--- config.mk ---
export PLATFORM = sky130hd
export DESIGN_NAME = wave_rom_sched_flat
export DESIGN_NICKNAME = d
export VERILOG_FILES = /design/src/rtl/wave_rom_sched_if.sv /design/src/rtl/wave_rom_sched.sv /design/src/flat_wrapper.sv
export SDC_FILE = /design/constraint.sdc
export NUM_CORES = 1
export LEC_CHECK = 0
export BUFFER_PORTS_ARGS = -buffer_cell sky130_fd_sc_hd__buf_4
export CORE_MARGIN = 5
export CORE_UTILIZATION = 52
export CTS_BUF_LIST = sky130_fd_sc_hd__clkbuf_8 sky130_fd_sc_hd__clkbuf_16
export DETAILED_ROUTE_END_ITERATION = 8
export PLACE_DENSITY_LB_ADDON = 0.05
export SLEW_MARGIN = 40
export SYNTH_ARGS = -nofsm -noshare
export SYNTH_HDL_FRONTEND = slang
export SYNTH_SLANG_ARGS = --single-unit
--- constraint.sdc ---
create_clock -name I_CLK -period 5.5 [get_ports I_CLK]
set_input_delay 1.375 -clock I_CLK [delete_from_list [all_inputs] [get_ports I_CLK]]
set_output_delay 1.375 -clock I_CLK [all_outputs]
set_load 0.05 [all_outputs]
--- src/rtl/wave_rom_sched_if.sv ---
`default_nettype none
// ============================================================================
// Module   : wave_rom_sched_if
// Brief    : Player-array / ROM / request-source bundle for wave_rom_sched.
// Revision : 1.0
// ============================================================================
interface wave_rom_sched_if #(
  parameter int NCH = 8,
  parameter int AW  = 17
);
  logic [3:0]       O_H_CNT;
  logic [NCH*AW-1:0] I_CH_ADDR;
  logic [AW-1:0]    O_ROM_ADDR;
  logic [7:0]       I_ROM_DATA;
  logic [NCH*8-1:0] O_CH_DATA;
  logic             I_REQ_VALID;
  logic [2:0]       I_REQ_CHAN;
  logic [AW-1:0]    I_REQ_ADDR;
  logic             O_REQ_READY;
  logic [NCH-1:0]   O_TRIG;
  logic [AW-1:0]    O_TRIG_ADDR;
  logic [2:0]       O_QCOUNT;

  modport slave (
    output O_H_CNT, O_ROM_ADDR, O_CH_DATA, O_REQ_READY, O_TRIG, O_TRIG_ADDR, O_QCOUNT,
    input  I_CH_ADDR, I_ROM_DATA, I_REQ_VALID, I_REQ_CHAN, I_REQ_ADDR
  );

  modport master (
    input  O_H_CNT, O_ROM_ADDR, O_CH_DATA, O_REQ_READY, O_TRIG, O_TRIG_ADDR, O_QCOUNT,
    output I_CH_ADDR, I_ROM_DATA, I_REQ_VALID, I_REQ_CHAN, I_REQ_ADDR
  );
endinterface
`default_nettype wire

--- src/rtl/wave_rom_sched.sv ---
`default_nettype none
// ============================================================================
// Module   : wave_rom_sched
// Brief    : Shares one wave ROM port among NCH players and dispatches triggers.
// Revision : 1.0
// ============================================================================
module wave_rom_sched #(
  parameter int NCH     = 8,
  parameter int AW      = 17,
  parameter int ROM_LAT = 2,
  parameter int QDEPTH  = 4
) (
  input  logic           I_CLK,
  input  logic           I_RST,
  wave_rom_sched_if.slave bus
);

  localparam int         c_PW     = $clog2(QDEPTH);
  localparam logic [2:0] c_QDEPTH = 3'(QDEPTH);
  localparam logic [NCH-1:0] c_ONE = NCH'(1);

  localparam logic [1:0] c_IDLE = 2'd0;
  localparam logic [1:0] c_FIRE = 2'd1;
  localparam logic [1:0] c_GAP  = 2'd2;

  // ---------------- slot counter, address mux, data return ----------------
  logic [3:0]       r_h_cnt;
  logic [AW-1:0]    r_rom_addr;
  logic             r_tag_vld [ROM_LAT];
  logic [2:0]       r_tag_ch  [ROM_LAT];
  logic [NCH*8-1:0] r_ch_data;

  logic [2:0]    w_slot_ch;
  logic          w_addr_phase;
  logic [AW-1:0] w_sel_addr;

  assign w_slot_ch    = r_h_cnt[3:1];
  assign w_addr_phase = ~r_h_cnt[0];
  assign w_sel_addr   = bus.I_CH_ADDR[int'(w_slot_ch)*AW +: AW];

  // The tag pipeline mirrors the ROM latency so each returned byte knows its owner.
  always_ff @(posedge I_CLK or posedge I_RST) begin
    if (I_RST) begin
      r_h_cnt    <= 4'd0;
      r_rom_addr <= '0;
      r_ch_data  <= '0;
      for (int i = 0; i < ROM_LAT; i++) begin
        r_tag_vld[i] <= 1'b0;
        r_tag_ch[i]  <= 3'd0;
      end
    end else begin
      r_h_cnt <= r_h_cnt + 4'd1;
      if (w_addr_phase) begin
        r_rom_addr <= w_sel_addr;
      end
      r_tag_vld[0] <= w_addr_phase;
      r_tag_ch[0]  <= w_slot_ch;
      for (int i = 1; i < ROM_LAT; i++) begin
        r_tag_vld[i] <= r_tag_vld[i-1];
        r_tag_ch[i]  <= r_tag_ch[i-1];
      end
      if (r_tag_vld[ROM_LAT-1]) begin
        r_ch_data[int'(r_tag_ch[ROM_LAT-1])*8 +: 8] <= bus.I_ROM_DATA;
      end
    end
  end

  // ---------------- request FIFO ----------------
  logic [2:0]      r_fifo_chan [QDEPTH];
  logic [AW-1:0]   r_fifo_addr [QDEPTH];
  logic [c_PW-1:0] r_wr_ptr;
  logic [c_PW-1:0] r_rd_ptr;
  logic [2:0]      r_qcount;

  logic [1:0]     r_state;
  logic [3:0]     r_cnt;
  logic [NCH-1:0] r_trig;
  logic [AW-1:0]  r_trig_addr;

  logic w_full;
  logic w_ready;
  logic w_push;
  logic w_pop;

  assign w_full  = (r_qcount == c_QDEPTH);
  assign w_ready = ~w_full & ~I_RST;
  assign w_push  = bus.I_REQ_VALID & w_ready;
  assign w_pop   = (r_state == c_IDLE) && (r_qcount != 3'd0);

  always_ff @(posedge I_CLK) begin
    if (w_push) begin
      r_fifo_chan[r_wr_ptr] <= bus.I_REQ_CHAN;
      r_fifo_addr[r_wr_ptr] <= bus.I_REQ_ADDR;
    end
  end

  always_ff @(posedge I_CLK or posedge I_RST) begin
    if (I_RST) begin
      r_wr_ptr <= '0;
      r_rd_ptr <= '0;
      r_qcount <= 3'd0;
    end else begin
      if (w_push) r_wr_ptr <= r_wr_ptr + 1'b1;
      if (w_pop)  r_rd_ptr <= r_rd_ptr + 1'b1;
      case ({w_push, w_pop})
        2'b10:   r_qcount <= r_qcount + 3'd1;
        2'b01:   r_qcount <= r_qcount - 3'd1;
        default: r_qcount <= r_qcount;
      endcase
    end
  end

  // ---------------- dispatcher ----------------
  // FIRE lasts a full 16-slot rotation so every player sees the level.
  always_ff @(posedge I_CLK or posedge I_RST) begin
    if (I_RST) begin
      r_state     <= c_IDLE;
      r_cnt       <= 4'd0;
      r_trig      <= '0;
      r_trig_addr <= '0;
    end else begin
      case (r_state)
        c_IDLE: begin
          if (w_pop) begin
            r_trig      <= c_ONE << r_fifo_chan[r_rd_ptr];
            r_trig_addr <= r_fifo_addr[r_rd_ptr];
            r_cnt       <= 4'd0;
            r_state     <= c_FIRE;
          end
        end
        c_FIRE: begin
          if (r_cnt == 4'd15) begin
            r_trig  <= '0;
            r_cnt   <= 4'd0;
            r_state <= c_GAP;
          end else begin
            r_cnt <= r_cnt + 4'd1;
          end
        end
        c_GAP: begin
          if (r_cnt == 4'd1) begin
            r_cnt   <= 4'd0;
            r_state <= c_IDLE;
          end else begin
            r_cnt <= r_cnt + 4'd1;
          end
        end
        default: begin
          r_trig  <= '0;
          r_cnt   <= 4'd0;
          r_state <= c_IDLE;
        end
      endcase
    end
  end

  assign bus.O_H_CNT     = r_h_cnt;
  assign bus.O_ROM_ADDR  = r_rom_addr;
  assign bus.O_CH_DATA   = r_ch_data;
  assign bus.O_REQ_READY = w_ready;
  assign bus.O_TRIG      = r_trig;
  assign bus.O_TRIG_ADDR = r_trig_addr;
  assign bus.O_QCOUNT    = r_qcount;

endmodule
`default_nettype wire

--- src/flat_wrapper.sv ---
// flat-port wrapper written by rule: the top's interface ports become plain ports
module wave_rom_sched_flat 
#(
  parameter int NCH     = 8,
  parameter int AW      = 17,
  parameter int ROM_LAT = 2,
  parameter int QDEPTH  = 4
)
  (I_CLK, I_RST, bus_O_H_CNT, bus_O_ROM_ADDR, bus_O_CH_DATA, bus_O_REQ_READY, bus_O_TRIG, bus_O_TRIG_ADDR, bus_O_QCOUNT, bus_I_CH_ADDR, bus_I_ROM_DATA, bus_I_REQ_VALID, bus_I_REQ_CHAN, bus_I_REQ_ADDR);
  wave_rom_sched_if #(.NCH(NCH), .AW(AW)) bus_i ();
  input  logic I_CLK;
  input  logic I_RST;
  output wire logic [$bits(bus_i.O_H_CNT)-1:0] bus_O_H_CNT;
  output wire logic [$bits(bus_i.O_ROM_ADDR)-1:0] bus_O_ROM_ADDR;
  output wire logic [$bits(bus_i.O_CH_DATA)-1:0] bus_O_CH_DATA;
  output wire logic [$bits(bus_i.O_REQ_READY)-1:0] bus_O_REQ_READY;
  output wire logic [$bits(bus_i.O_TRIG)-1:0] bus_O_TRIG;
  output wire logic [$bits(bus_i.O_TRIG_ADDR)-1:0] bus_O_TRIG_ADDR;
  output wire logic [$bits(bus_i.O_QCOUNT)-1:0] bus_O_QCOUNT;
  input wire logic [$bits(bus_i.I_CH_ADDR)-1:0] bus_I_CH_ADDR;
  input wire logic [$bits(bus_i.I_ROM_DATA)-1:0] bus_I_ROM_DATA;
  input wire logic [$bits(bus_i.I_REQ_VALID)-1:0] bus_I_REQ_VALID;
  input wire logic [$bits(bus_i.I_REQ_CHAN)-1:0] bus_I_REQ_CHAN;
  input wire logic [$bits(bus_i.I_REQ_ADDR)-1:0] bus_I_REQ_ADDR;
  assign bus_O_H_CNT = bus_i.O_H_CNT;
  assign bus_O_ROM_ADDR = bus_i.O_ROM_ADDR;
  assign bus_O_CH_DATA = bus_i.O_CH_DATA;
  assign bus_O_REQ_READY = bus_i.O_REQ_READY;
  assign bus_O_TRIG = bus_i.O_TRIG;
  assign bus_O_TRIG_ADDR = bus_i.O_TRIG_ADDR;
  assign bus_O_QCOUNT = bus_i.O_QCOUNT;
  assign bus_i.I_CH_ADDR = bus_I_CH_ADDR;
  assign bus_i.I_ROM_DATA = bus_I_ROM_DATA;
  assign bus_i.I_REQ_VALID = bus_I_REQ_VALID;
  assign bus_i.I_REQ_CHAN = bus_I_REQ_CHAN;
  assign bus_i.I_REQ_ADDR = bus_I_REQ_ADDR;
  wave_rom_sched #(.NCH(NCH), .AW(AW), .ROM_LAT(ROM_LAT), .QDEPTH(QDEPTH)) u_core (.I_CLK(I_CLK), .I_RST(I_RST), .bus(bus_i));
endmodule
==> results of run 1 <==
cell type report:
| class | count | area, um2 | area share |
|---|---|---|---|
| Multi-Input combinational cell | 424 | 3313 | 0.2725 |
| Clock buffer | 26 | 616.8 | 0.05073 |
| Clock inverter | 11 | 53.80 | 0.004425 |
| Sequential cell | 210 | 5658 | 0.4653 |
| Tap cell | 225 | 281.5 | 0.02315 |
| Inverter | 19 | 73.82 | 0.006071 |
| Timing Repair Buffer | 288 | 2162 | 0.1778 |
routing by layer:
| layer | track usage | vias up | part of all wire |
|---|---|---|---|
| met5 | 0 | - | 0 |
| met4 | 0.07054 | 0 | 0.026 |
| met3 | 0.04856 | 44 | 0.077 |
| met2 | 0.4013 | 260 | 0.53 |
| met1 | 0.2728 | 3222 | 0.36 |
| li1 | - | 3023 | - |
cell families after synthesis:
logic type,count (synthesis)
simple gates,224
flops,210
compound gates,94
mux,81
buf+inv,53
fa+ha+maj,17
xor+xnor,8
cell usage after synthesis (2+ instances only):
library cell,number,share of area
mux2_2,9,0.011
buf_1,3,0.0012
a21oi_1,4,0.0022
dfrtp_1,130,0.35
o21ai_0,73,0.040
ha_1,16,0.022
buf_6,2,0.0024
xnor2_1,5,0.0048
a32o_1,3,0.0033
inv_1,19,0.0077
edfxtp_1,80,0.26
nand3b_1,2,0.0016
nor3_1,6,0.0033
o31ai_1,2,0.0016
or2_2,2,0.0014
o21ai_1,2,0.0011
nand4_1,4,0.0027
mux4_2,53,0.13
buf_2,17,0.0092
buf_4,7,0.0057
nor2_1,6,0.0024
nand2_1,182,0.074
nand3_1,7,0.0038
clkbuf_1,5,0.0020
o2bb2ai_1,4,0.0038
and3_1,4,0.0027
xor2_1,3,0.0029
mux2i_1,18,0.020
metrics by stage:
stage                     area (um2)    util
final                          12160  0.7005
after global placement         11470  0.6607
after global routing           12160  0.7005
after floorplan                 9205       -
after CTS                      12140  0.6997
after detailed placement       11470  0.6610
power by group:
part,switching [mW],internal [mW]
logic,1.02,0.604
clock network,0.565,0.792
registers,0.151,1.86
registers in the layout, summed over array words and instances, names as in the netlist:
signal,count
u_core.r_tag_ch,6
u_core.bus.O_CH_DATA,64
u_core.r_state,2
u_core.r_wr_ptr,2
u_core.bus.O_ROM_ADDR,17
u_core.r_tag_vld,1
u_core.bus.O_H_CNT,4
u_core.bus.O_TRIG,8
u_core.r_rd_ptr,2
u_core.r_fifo_addr,68
u_core.r_fifo_chan,12
u_core.r_cnt,4
u_core.bus.O_QCOUNT,3
u_core.bus.O_TRIG_ADDR,17
worst max-delay path by stage:
stage                     slack [ps]                                   to   from  cells past startpoint
after floorplan                  660  u_core.bus.O_CH_DATA[0]$_DFFE_PP0P_  I_RST                      1
after global placement          2040                      bus_O_REQ_READY  I_RST                      3
after detailed placement        1990                      bus_O_REQ_READY  I_RST                      3
after CTS                       1990                      bus_O_REQ_READY  I_RST                      3
after global routing            1950                      bus_O_REQ_READY  I_RST                      3
final                           2000                      bus_O_REQ_READY  I_RST                      3
cells in the final DEF, fill, tap and decap left out, drive strengths merged, types with 4 or more instances in the layout:
cell type    n
a21oi        4
and3         4
buf        288
clkbuf      26
dfrtp      130
edfxtp      80
ha          16
inv         26
mux2         9
mux2i       18
mux4        54
nand2      182
nand3        7
nand4        4
nor2         6
nor3         7
o21ai       75
o2bb2ai      4
xnor2        5
==> results.md, run 1 <==
* Crit Path Category: primary input to output port
* Most used DFF post-synth: dfrtp_1
* Worst min-delay path startpoint: u_core.r_tag_ch[4]$_DFF_PP0_
* Post-synthesis cell area at 9205 um2
* Htree depth at 1
* Compound-Gate Fraction of Synth Area at 0.05750
* Crit path largest cell delay at 350 ps
* Fraction of final layout cells sized beyond drive strength 1 at 0.4090
* Final worst setup slack at 1998 ps
* Total placed cells including tap cells at 1166
* CP arrival at ~2100 ps
* First-pass GRT wire length at 36.36 mm
* Total gr overflow at 0
* # hold bufs at CTS at 0
* Area grow syn2layout at 32.09%
* Die H at around 140 um
* WHS Path Cells at 0
* Non-Filler Instances at approximately 1.2k
* Hold Crit Class: register to register
* Syn Area/Cell at 13.40 um2
* Most Frequent Cell on Critical Path: buf_4
* CP Max Fanout at 6
* DPL Wire Length at between 15 and 20 mm
* Vias in the first global route at 7056
* ANT cells at 0
* CP max-delay cell: a21oi_1
* Pleak at 5.411 nW
* Status: complete, no violations
* Async SR Flop Fraction at 0.6190
* Clock Path Buffers at 3
* Fin crit period at between 3000 and 4000 ps
* R2R Setup Slk at 2750 ps
* Post-synthesis adder-cell area fraction at 0.02392
* Gpl congestion at 0.8733
* Element type at the critical path start: primary input
* Worst-skew pair later-pin latency at 490 ps
* Worst EP required at slightly above 4000 ps
* Post-CTS resize count at 0
* Total track usage at 0.2245
* WP buf/inv at 2
* Maximum vdd drop at 0.3442 mV
* Slew margin rel. at 0.5282
* Largest net degree at the start of global routing at between 50 and 60
* Synth Area in XOR/XNOR at 0.007612
* Post-synthesis net count at 871
* CTS tree: done
* Sequential fraction of the synthesis area at 0.6144
* Clk_skew at 17.67 ps
* Syn Inst Count at 687
* Final setup fails at 0
* Port bufs at 280
* DRT Wirelength at 23.32 mm
* Critical Path End Type: output port
* First-pass DRT Iterations at 4
* Worst-path cell chain: buf_4, a21oi_1, buf_4
* Worst R2R End: u_core.bus.O_QCOUNT[2]$_DFFE_PP0P_
* Design Power at approximately 5 mW
* Maxcap violations at 0
* I/O Pins at 281
* Final nets at 1148
* Fmax at 285.5 MHz
* Die ar. at about 20000 um2
* RSZ-0062 raised after global routing: false
* Yosys warns at 0
* Worst-margin pin slew at ~710 ps
* Initial core utilization at 0.5303
* TritonCTS Buffers at 21
* FILL cells at 1229
* Family with the most delay on the worst path: buffers and inverters
* WHS at roughly 360 ps
* EDFF count, synth at 80
* Final TNS setup at 0 ps
* Simple-gate share of the synthesized area at 0.1051
* Final hold vios at 0
* Post-route DRC at 0
* Initial antenna violation count at 0
* Clock Sinks at 210
* Worst Hold Endpoint: u_core.r_tag_ch[1]$_DFF_PP0_
* Setup Buffers After CTS at 0
* CTS clk-pin slew, worst paths at 60 ps
* Die width at between 100 and 150 um
* Iter 0 DRT Violations at 369
* Final Max Slew Viols at 0
* Wire length per cell at 19.38 um
* Worst-case reg-to-reg path depth at 11
* CORE AREA at 17360 um2
* PwrDens at 410.6 nW/um2
* Root Buffer: clkbuf_16
* Synth Register Bits at 210
* Critical R2R Launch: u_core.r_state[0]$_DFFE_PP0P_
* Row count at 48
* DP Worst Slack at about 2000 ps
* Netlist cell types at 47
* Post-DR vias/cell at 5.444
* Largest family of logic cells by synthesized area: multiplexers
* Fin crit share at 0.6368
* Proportion of synthesized area in mux cells at 0.1631
* DRT antenna net count at 0
* Via count at around 6.5k
(Power assumes the default switching activity.)
==> run 2, diff against run 1 <==
ABC_AREA = 1   (was default)
CORE_UTILIZATION = 47   (was 52)
clock period = 3.1 ns   (was 5.5 ns; I/O delays follow)
==> run 2 against run 1 <==
- final area grew 6.7%
- clock skew shrank 8.3 ps
- global-route usage shrank 0.95 points
- critical path type is now register to register
- highest routed layer unchanged
==> results.md, run 2 <==
* EDFF count, synth at 80 (unchanged)
* Worst-path cell chain: inv_4, ha_1, ha_1, clkinv_1, nand2_1, inv_2, nand3_1, inv_1, nand2_1, nand2_1 (was buf_4, a21oi_1, buf_4)
* Die width at 155.2 um (was 143.1 um)
* Via count at 8571 (was 6549)
* Post-synthesis cell area at 9915 um2 (was 9205 um2)
* Sequential fraction of the synthesis area at 0.5704 (was 0.6144)
* Placed inst area at 12230 um2 (was 11470 um2)
* Leading cell type in the layout, fill and taps excluded: nand2_1 (was buf_4)
* Htree depth at 1 (unchanged)
* R2R Setup Slk at 510 ps (was 2750 ps)
* Largest family of logic cells by synthesized area: simple AND/OR/NAND/NOR gates (was multiplexers)
* Clock Sinks at 210 (unchanged)
* GR Util met1 at 0.2815 (was 0.2728)
* CP Max Fanout at 18 (was 6)
* TritonCTS Buffers at 23 (was 21)
* Die H at 155.2 um (was 143.1 um)
* Met2 usage in global routing at 0.3692 (was 0.4013)
* Vias in the first global route at 8167 (was 7056)
* I/O Pins at 281 (unchanged)
* Post-DR vias/cell at 4.977 (was 5.444)
* CTS clk-pin slew, worst paths at 60 ps (about the same)
* Crit path largest cell delay at 740 ps (was 350 ps)
* Fraction of final layout cells sized beyond drive strength 1 at 0.2467 (was 0.4090)
* Fin crit period at 2585 ps
* Total gr overflow at 0 (unchanged)
* Post-synthesis net count at 1351 (was 871)
* Final instance area at 12970 um2 (was 12160 um2)
* Synth top area cells: dfrtp_1 (33%), edfxtp_1 (24%), nand2_1 (19%) (was dfrtp_1 (35%), edfxtp_1 (26%), mux4_2 (13%))
* Largest net degree at the start of global routing at 101 (was 53)
* RSZ-0062 raised after global routing: false (unchanged)
* Slew margin rel. at 0.4822 (was 0.5282)
* Post-synth top cells: nand2_1 (502), dfrtp_1 (130), nand3_1 (93) (was nand2_1 (182), dfrtp_1 (130), edfxtp_1 (80))
* Clock network power share at 0.280 (was 0.272)
* Hold Crit Class: register to register (unchanged)
* Netlist cell types at 31 (was 47)
* Fin crit share at 0.8339
* Simple-gate share of the synthesized area at 0.2822 (was 0.1051)
* Syn Area/Cell at 8.496 um2 (was 13.40 um2)
* Synth Register Bits at 210 (unchanged)
* Worst-margin pin slew at 776.7 ps (was 705.9 ps)
* Crit Path Category: register to register (was primary input to output port)
* Initial core utilization at 0.4746 (was 0.5303)
* Initial antenna violation count at 0 (unchanged)
* FILL cells at 1902 (was 1229)
* Gpl congestion at 0.8178 (was 0.8733)
* Row count at 53 (was 48)
* Worst EP required at 3490 ps (was 4120 ps)
* Fmax at between 300 and 400 MHz
* CP arrival at 2980 ps (was 2130 ps)
* Maximum vdd drop at 0.3849 mV (was 0.3442 mV)
* First-pass GRT wire length at 42.08 mm (was 36.36 mm)
* Highest-count cells in the layout ignoring fill and taps: nand2_1 (502), buf_4 (296), dfrtp_1 (129) (was buf_4 (288), nand2_1 (182), dfrtp_1 (128))
* CORE AREA at 20890 um2 (was 17360 um2)
* Most common cell in the synthesized netlist: nand2_1 (unchanged)
* Most Frequent Cell on Critical Path: nand2_1 (was buf_4)
* Total track usage at 0.2150 (was 0.2245)
* Iter 0 DRT Violations at 427 (was 369)
* Clk_skew at 9.405 ps (was 17.67 ps)
* Critical Path End Type: register (was output port)
* Busiest layer in global routing: met2 (unchanged)
* ANT cells at 0 (unchanged)
* Biggest register: u_core.r_fifo_addr (unchanged)
* Final setup fails at 0 (unchanged)
* Status: complete, no violations (unchanged)
* Final nets at 1614 (was 1148)
* Area grow syn2layout at 30.87% (was 32.09%)
* DRT Wirelength at 27.02 mm (was 23.32 mm)
* CTS tree: done (unchanged)
* Final hold vios at 0 (unchanged)
* Maxcap violations at 0 (unchanged)
* Post-route DRC at 0 (unchanged)
* Sequential share of power at 0.377 (was 0.402)
* Switching share of power at 0.3740 (was 0.3483)
* Most used DFF post-synth: dfrtp_1 (unchanged)
* M3 GR Usage at 0.04618 (was 0.04856)
* Port bufs at 280 (unchanged)
* First-pass DRT Iterations at 4 (unchanged)
* Root Buffer: clkbuf_16 (unchanged)
* Synth Area in XOR/XNOR at 0.006184 (was 0.007612)
* Worst-skew pair later-pin latency at 510 ps (was 490 ps)
* Setup Buffers After CTS at 0 (unchanged)
* Element type at the critical path start: register (was primary input)
* DPL Wire Length at 19.53 mm (was 17.53 mm)
* Syn Inst Count at 1167 (was 687)
* Post-synth top area cell: dfrtp_1 (unchanged)
* Proportion of synthesized area in mux cells at 0 (was 0.1631)
* Gate power share at 0.343 (was 0.326)
* Design Power at 9.251 mW (was 4.993 mW)
* DRT antenna net count at 0 (unchanged)
* Final Max Slew Viols at 0 (unchanged)
* Compound-Gate Fraction of Synth Area at 0.06146 (was 0.05750)
* Post-synthesis adder-cell area fraction at 0.02221 (was 0.02392)
* # hold bufs at CTS at 0 (unchanged)
* Yosys warns at 0 (unchanged)
* Die ar. at 24100 um2 (was 20460 um2)
* Async SR Flop Fraction at 0.6190 (unchanged)
* Internal Dissipation at 5.792 mW (was 3.254 mW)
* NetSw at 3.460 mW (was 1.739 mW)
* Largest register FFs at 68 (unchanged)
* Post-CTS resize count at 0 (unchanged)
* Wire length per cell at 15.69 um (was 19.38 um)
* Clock Path Buffers at 3 (unchanged)
* CP max-delay cell: dfrtp_1 (was a21oi_1)
* Top cell type's share of synthesized area at 0.3281 (was 0.3534)
* Pleak at 6.466 nW (was 5.411 nW)
* PwrDens at 713.0 nW/um2 (was 410.6 nW/um2)
==> run 2: cell count changes after synthesis, sizes merged, moves of 6 or more <==
cell / change
nor2: +58
nand2: +320
mux2i: -18
mux2: -9
o22ai: +16
nand3: +90
inv: +54
nand4: +12
clkbuf: +20
mux4: -54
nor3: -6
o21ai: +13
==> run 2: layer usage <==
metal | share of wire | wire length, um | vias up
met5 | 0 | 0 | -
met4 | 0.016 | 438 | 0
met3 | 0.072 | 1957 | 31
met2 | 0.48 | 13090 | 261
met1 | 0.43 | 11530 | 3982
li1 | - | - | 4297
==> run 2: final cells by class <==
cell class	count	area [um2]	area share
Tap cell	275	344.1	0.02652
Sequential cell	210	5657	0.4360
Clock buffer	26	616.8	0.04754
Inverter	78	301.5	0.02324
Multi-Input combinational cell	820	3689	0.2843
Clock inverter	16	125.1	0.009643
Timing Repair Buffer	297	2242	0.1728
==> run 2: power groups by stage <==
stage                     Combinational (mW)  Clock [mW]  Sequential [mW]
final                                   3.17        2.59             3.49
after global routing                    3.47        2.76             3.53
after CTS                               3.21        2.65             3.49
after detailed placement                3.20           0             3.54
after global placement                  3.14           0             3.53
after floorplan                         1.33           0             4.30
==> run 2: cell families (layout without fill, tap and decap cells) <==
family	count (synthesis)	in the layout
flip-flops	210	210
AND/OR/NAND/NOR	685	685
adder cells (fa/ha/maj)	17	17
buffers and inverters	137	417
XOR/XNOR	7	7
AO/OA/AOI/OAI	111	111
==> run 2: metrics by stage <==
| step | setup WS, ps | hold WS (ps) | instances | TNS [ps] | util |
|---|---|---|---|---|---|
| finish | 514.9 | 354.7 | 1722 | 0 | 0.6211 |
| CTS | 547.7 | 355.4 | 1722 | 0 | 0.6211 |
| global placement | 690.8 | 335.6 | 1680 | 0 | 0.5855 |
| global route | 314.0 | 366.7 | 1722 | 0 | 0.6211 |
| detailed placement | 568.2 | 338.6 | 1680 | 0 | 0.5856 |
| floorplan | -252.7 | 331.2 | 1167 | -20210 | - |
==> run 2: worst max-delay path, delay by kind of cell, from the launching register on <==
kind,cells,cell delay (ps)
AND/OR/NAND/NOR,4,620
flip-flops,1,740
adder cells (fa/ha/maj),2,540
buffers and inverters,4,570
==> run 2: final timing paths <==
| path | start | cells after the start | to |
|---|---|---|---|
| worst min register to register | u_core.r_tag_ch[4]$_DFF_PP0_ | 0 | u_core.r_tag_ch[1]$_DFF_PP0_ |
| worst max register to register | u_core.r_tag_ch[0]$_DFF_PP0_ | 10 | u_core.bus.O_CH_DATA[59]$_DFFE_PP0P_ |
| worst min-delay path | u_core.r_tag_ch[4]$_DFF_PP0_ | 0 | u_core.r_tag_ch[1]$_DFF_PP0_ |
| max in group asynchronous | I_RST | 3 | u_core.bus.O_H_CNT[1]$_DFF_PP0_ |
| worst max-delay path | u_core.r_tag_ch[0]$_DFF_PP0_ | 10 | u_core.bus.O_CH_DATA[59]$_DFFE_PP0P_ |
| min in group asynchronous | I_RST | 3 | u_core.bus.O_TRIG_ADDR[12]$_DFFE_PP0P_ |
==> run 3, diff against run 2 <==
ABC_AREA = 0   (was 1)
CORE_UTILIZATION = 52   (was 47)
clock period = 2.57 ns   (was 3.1 ns; I/O delays follow)
==> run 3 against run 2 <==
- maximum frequency rose by 4.8%
- largest power group unchanged
- critical path type unchanged
- clock power is 12% higher
- routed wire length is 9.9% lower
- sequential cell count unchanged
- die area is 15% lower
==> results.md, run 3 (synthesized netlist as in run 1, its figures left out) <==
* Clock Sinks at 210 (unchanged)
* Fmax at 405.3 MHz (was 386.8 MHz)
* Initial core utilization at 0.5303 (was 0.4746)
* Setup Buffers After CTS at 0 (unchanged)
* Die ar. at 20460 um2 (was 24100 um2)
* TritonCTS Buffers at 22 (was 23)
* Leading cell type in the layout, fill and taps excluded: buf_4 (was nand2_1)
* Total gr overflow at 0 (unchanged)
* Root Buffer: clkbuf_16 (unchanged)
* Worst EP required at 2920 ps (was 3490 ps)
* Pleak at 5.485 nW (was 6.466 nW)
* Slew margin rel. at 0.5165 (was 0.4822)
* Post-CTS resize count at 0 (unchanged)
* Clock network power share at 0.270 (was 0.280)
* Largest register FFs at 68 (unchanged)
* Biggest register: u_core.r_fifo_addr (unchanged)
* Vias in the first global route at 7009 (was 8167)
* DRT antenna net count at 0 (unchanged)
* Final setup fails at 0 (unchanged)
* CTS tree: done (unchanged)
* Row count at 48 (was 53)
* Final Max Slew Viols at 0 (unchanged)
* Clk_skew at 15.12 ps (was 9.405 ps)
* Internal Dissipation at 7.000 mW (was 5.792 mW)
* Maxcap violations at 0 (unchanged)
* RSZ-0062 raised after global routing: true (was false)
* Register Area at 5657 um2 (unchanged)
* Fin crit share at 0.9600 (was 0.8339)
* Critical Path End Type: register (unchanged)
* Total track usage at 0.2358 (was 0.2150)
* Via count at 6582 (was 8571)
* Worst-margin pin slew at 725.3 ps (was 776.7 ps)
* Worst-skew pair later-pin latency at 500 ps (was 510 ps)
* CP Max Fanout at 16 (was 18)
* Final TNS setup at 0 ps (unchanged)
* Switching share of power at 0.3504 (was 0.3740)
* FILL cells at 1226 (was 1902)
* Worst R2R End: u_core.bus.O_CH_DATA[50]$_DFFE_PP0P_ (was u_core.bus.O_CH_DATA[59]$_DFFE_PP0P_)
* Multi-input gate area at 3304 um2 (was 3689 um2)
* Design Power at 10.78 mW (was 9.251 mW)
* Post-DR vias/cell at 5.382 (was 4.977)
* Initial antenna violation count at 3 (was 0)
* Sequential share of power at 0.401 (was 0.377)
* Post-route DRC at 0 (unchanged)
* Highest-count cells in the layout ignoring fill and taps: buf_4 (300), nand2_1 (182), dfrtp_1 (129) (was nand2_1 (502), buf_4 (296), dfrtp_1 (129))
* DPL Wire Length at 18.45 mm (was 19.53 mm)
* Area grow syn2layout at 33.53% (was 30.87%)
* Gate power share at 0.329 (was 0.343)
* First-pass GRT wire length at 37.47 mm (was 42.08 mm)
* Final nets at 1163 (was 1614)
* Status: complete, no violations (unchanged)
* Maximum vdd drop at 0.7308 mV (was 0.3849 mV)
* CORE AREA at 17360 um2 (was 20890 um2)
* R2R Setup Slk at 100 ps (was 510 ps)
* Fin crit period at 2467 ps (was 2585 ps)
* Gpl congestion at 0.9027 (was 0.8178)
* CP arrival at 2820 ps (was 2980 ps)
* Port bufs at 280 (unchanged)
* DP Worst Slack at 136.0 ps (was 568.2 ps)
* Die H at 143.1 um (was 155.2 um)
* Die width at 143.1 um (was 155.2 um)
* PwrDens at 876.8 nW/um2 (was 713.0 nW/um2)
* Element type at the critical path start: register (unchanged)
* Worst Setup SP: u_core.r_tag_ch[0]$_DFF_PP0_ (unchanged)
* Wire length per cell at 19.90 um (was 15.69 um)
* Htree depth at 1 (unchanged)
* Final worst setup slack at 102.7 ps (was 514.9 ps)
* Critical R2R Launch: u_core.r_tag_ch[0]$_DFF_PP0_ (unchanged)
* Crit Path Category: register to register (unchanged)
* NetSw at 3.777 mW (was 3.460 mW)
* I/O Pins at 281 (unchanged)
* CTS clk-pin slew, worst paths at 60 ps (about the same)
* Worst setup path endpoint: u_core.bus.O_CH_DATA[50]$_DFFE_PP0P_ (was u_core.bus.O_CH_DATA[59]$_DFFE_PP0P_)
* Fraction of final layout cells sized beyond drive strength 1 at 0.4070 (was 0.2467)
* First-pass DRT Iterations at 4 (unchanged)
* Clock Path Buffers at 3 (unchanged)
* Largest net degree at the start of global routing at 131 (was 101)
* Final hold vios at 0 (unchanged)
* Hold Crit Class: primary input to async pin (was register to register)
* # hold bufs at CTS at 0 (unchanged)
* Iter 0 DRT Violations at 364 (was 427)
* DRT Wirelength at 24.34 mm (was 27.02 mm)
* Worst-case reg-to-reg path depth at 7 (was 10)
run 3: changes by cell type in the layout (fill, tap and decap cells not counted), moves of 8 or more:
cell / delta
mux2i_1: +18
mux4_2: +53
nor2_1: -56
mux2_2: +9
o22ai_1: -16
inv_1: -47
nand4_1: -9
nand2_1: -320
o21ai_2: -8
o21ai_0: +10
nand3_1: -86
o21ai_1: -15
run 3: how the worst min path moves through the flow:
stage | startpoint | to | slack (ps) | cells after the start
detailed placement | u_core.r_tag_ch[5]$_DFF_PP0_ | u_core.r_tag_ch[2]$_DFF_PP0_ | 340 | 0
CTS | bus_I_REQ_ADDR[5] | u_core.r_fifo_addr[1][5]$_DFFE_PP_ | 320 | 1
global route | bus_I_REQ_ADDR[8] | u_core.r_fifo_addr[2][8]$_DFFE_PP_ | 310 | 1
floorplan | u_core.r_tag_ch[3]$_DFF_PP0_ | u_core.r_tag_ch[0]$_DFF_PP0_ | 330 | 0
finish | I_RST | u_core.bus.O_TRIG_ADDR[6]$_DFFE_PP0P_ | 300 | 3
global placement | u_core.r_tag_ch[5]$_DFF_PP0_ | u_core.r_tag_ch[2]$_DFF_PP0_ | 340 | 0
run 3: through the flow:
step	instance area, um2	utilization	hold slack [ps]	cells
after detailed placement	11610	0.6689	335.5	1180
after floorplan	9220	-	331.2	687
after global placement	11610	0.6689	336.1	1180
after global routing	12290	0.7082	313.5	1223
after CTS	12280	0.7078	316.4	1220
final	12290	0.7082	298.7	1223
run 3: layout make-up:
cell class	count	area share
Tap cell	225	0.02290
Sequential cell	210	0.4602
Clock buffer	23	0.04591
Timing Repair Buffer	302	0.1865
Antenna cell	3	0.0006107
Multi-Input combinational cell	424	0.2688
Clock inverter	17	0.008958
Inverter	19	0.006107
run 3: per-layer routing:
metal | vias up | wire length [um] | global-route usage
li1 | 3069 | - | -
met1 | 3224 | 9033 | 0.2807
met2 | 255 | 13200 | 0.4308
met3 | 34 | 1567 | 0.04220
met4 | 0 | 535 | 0.08154
met5 | - | 0 | 0
run 3: power groups by stage:
stage	logic (mW)	registers, mW	clock network [mW]
after CTS	3.59	4.32	2.98
after floorplan	1.54	5.21	0
final	3.55	4.32	2.91
after detailed placement	3.58	4.38	0
after global routing	3.80	4.37	3.14
after global placement	3.48	4.35	0
run 3: critical path: stages (launching register included):
cell and delay [ps]:
dfrtp_1 450, inv_1 170, ha_1 240, ha_1 390, and2b_1 350, nand3_1 410
nand2_1 220, o21ai_0 90
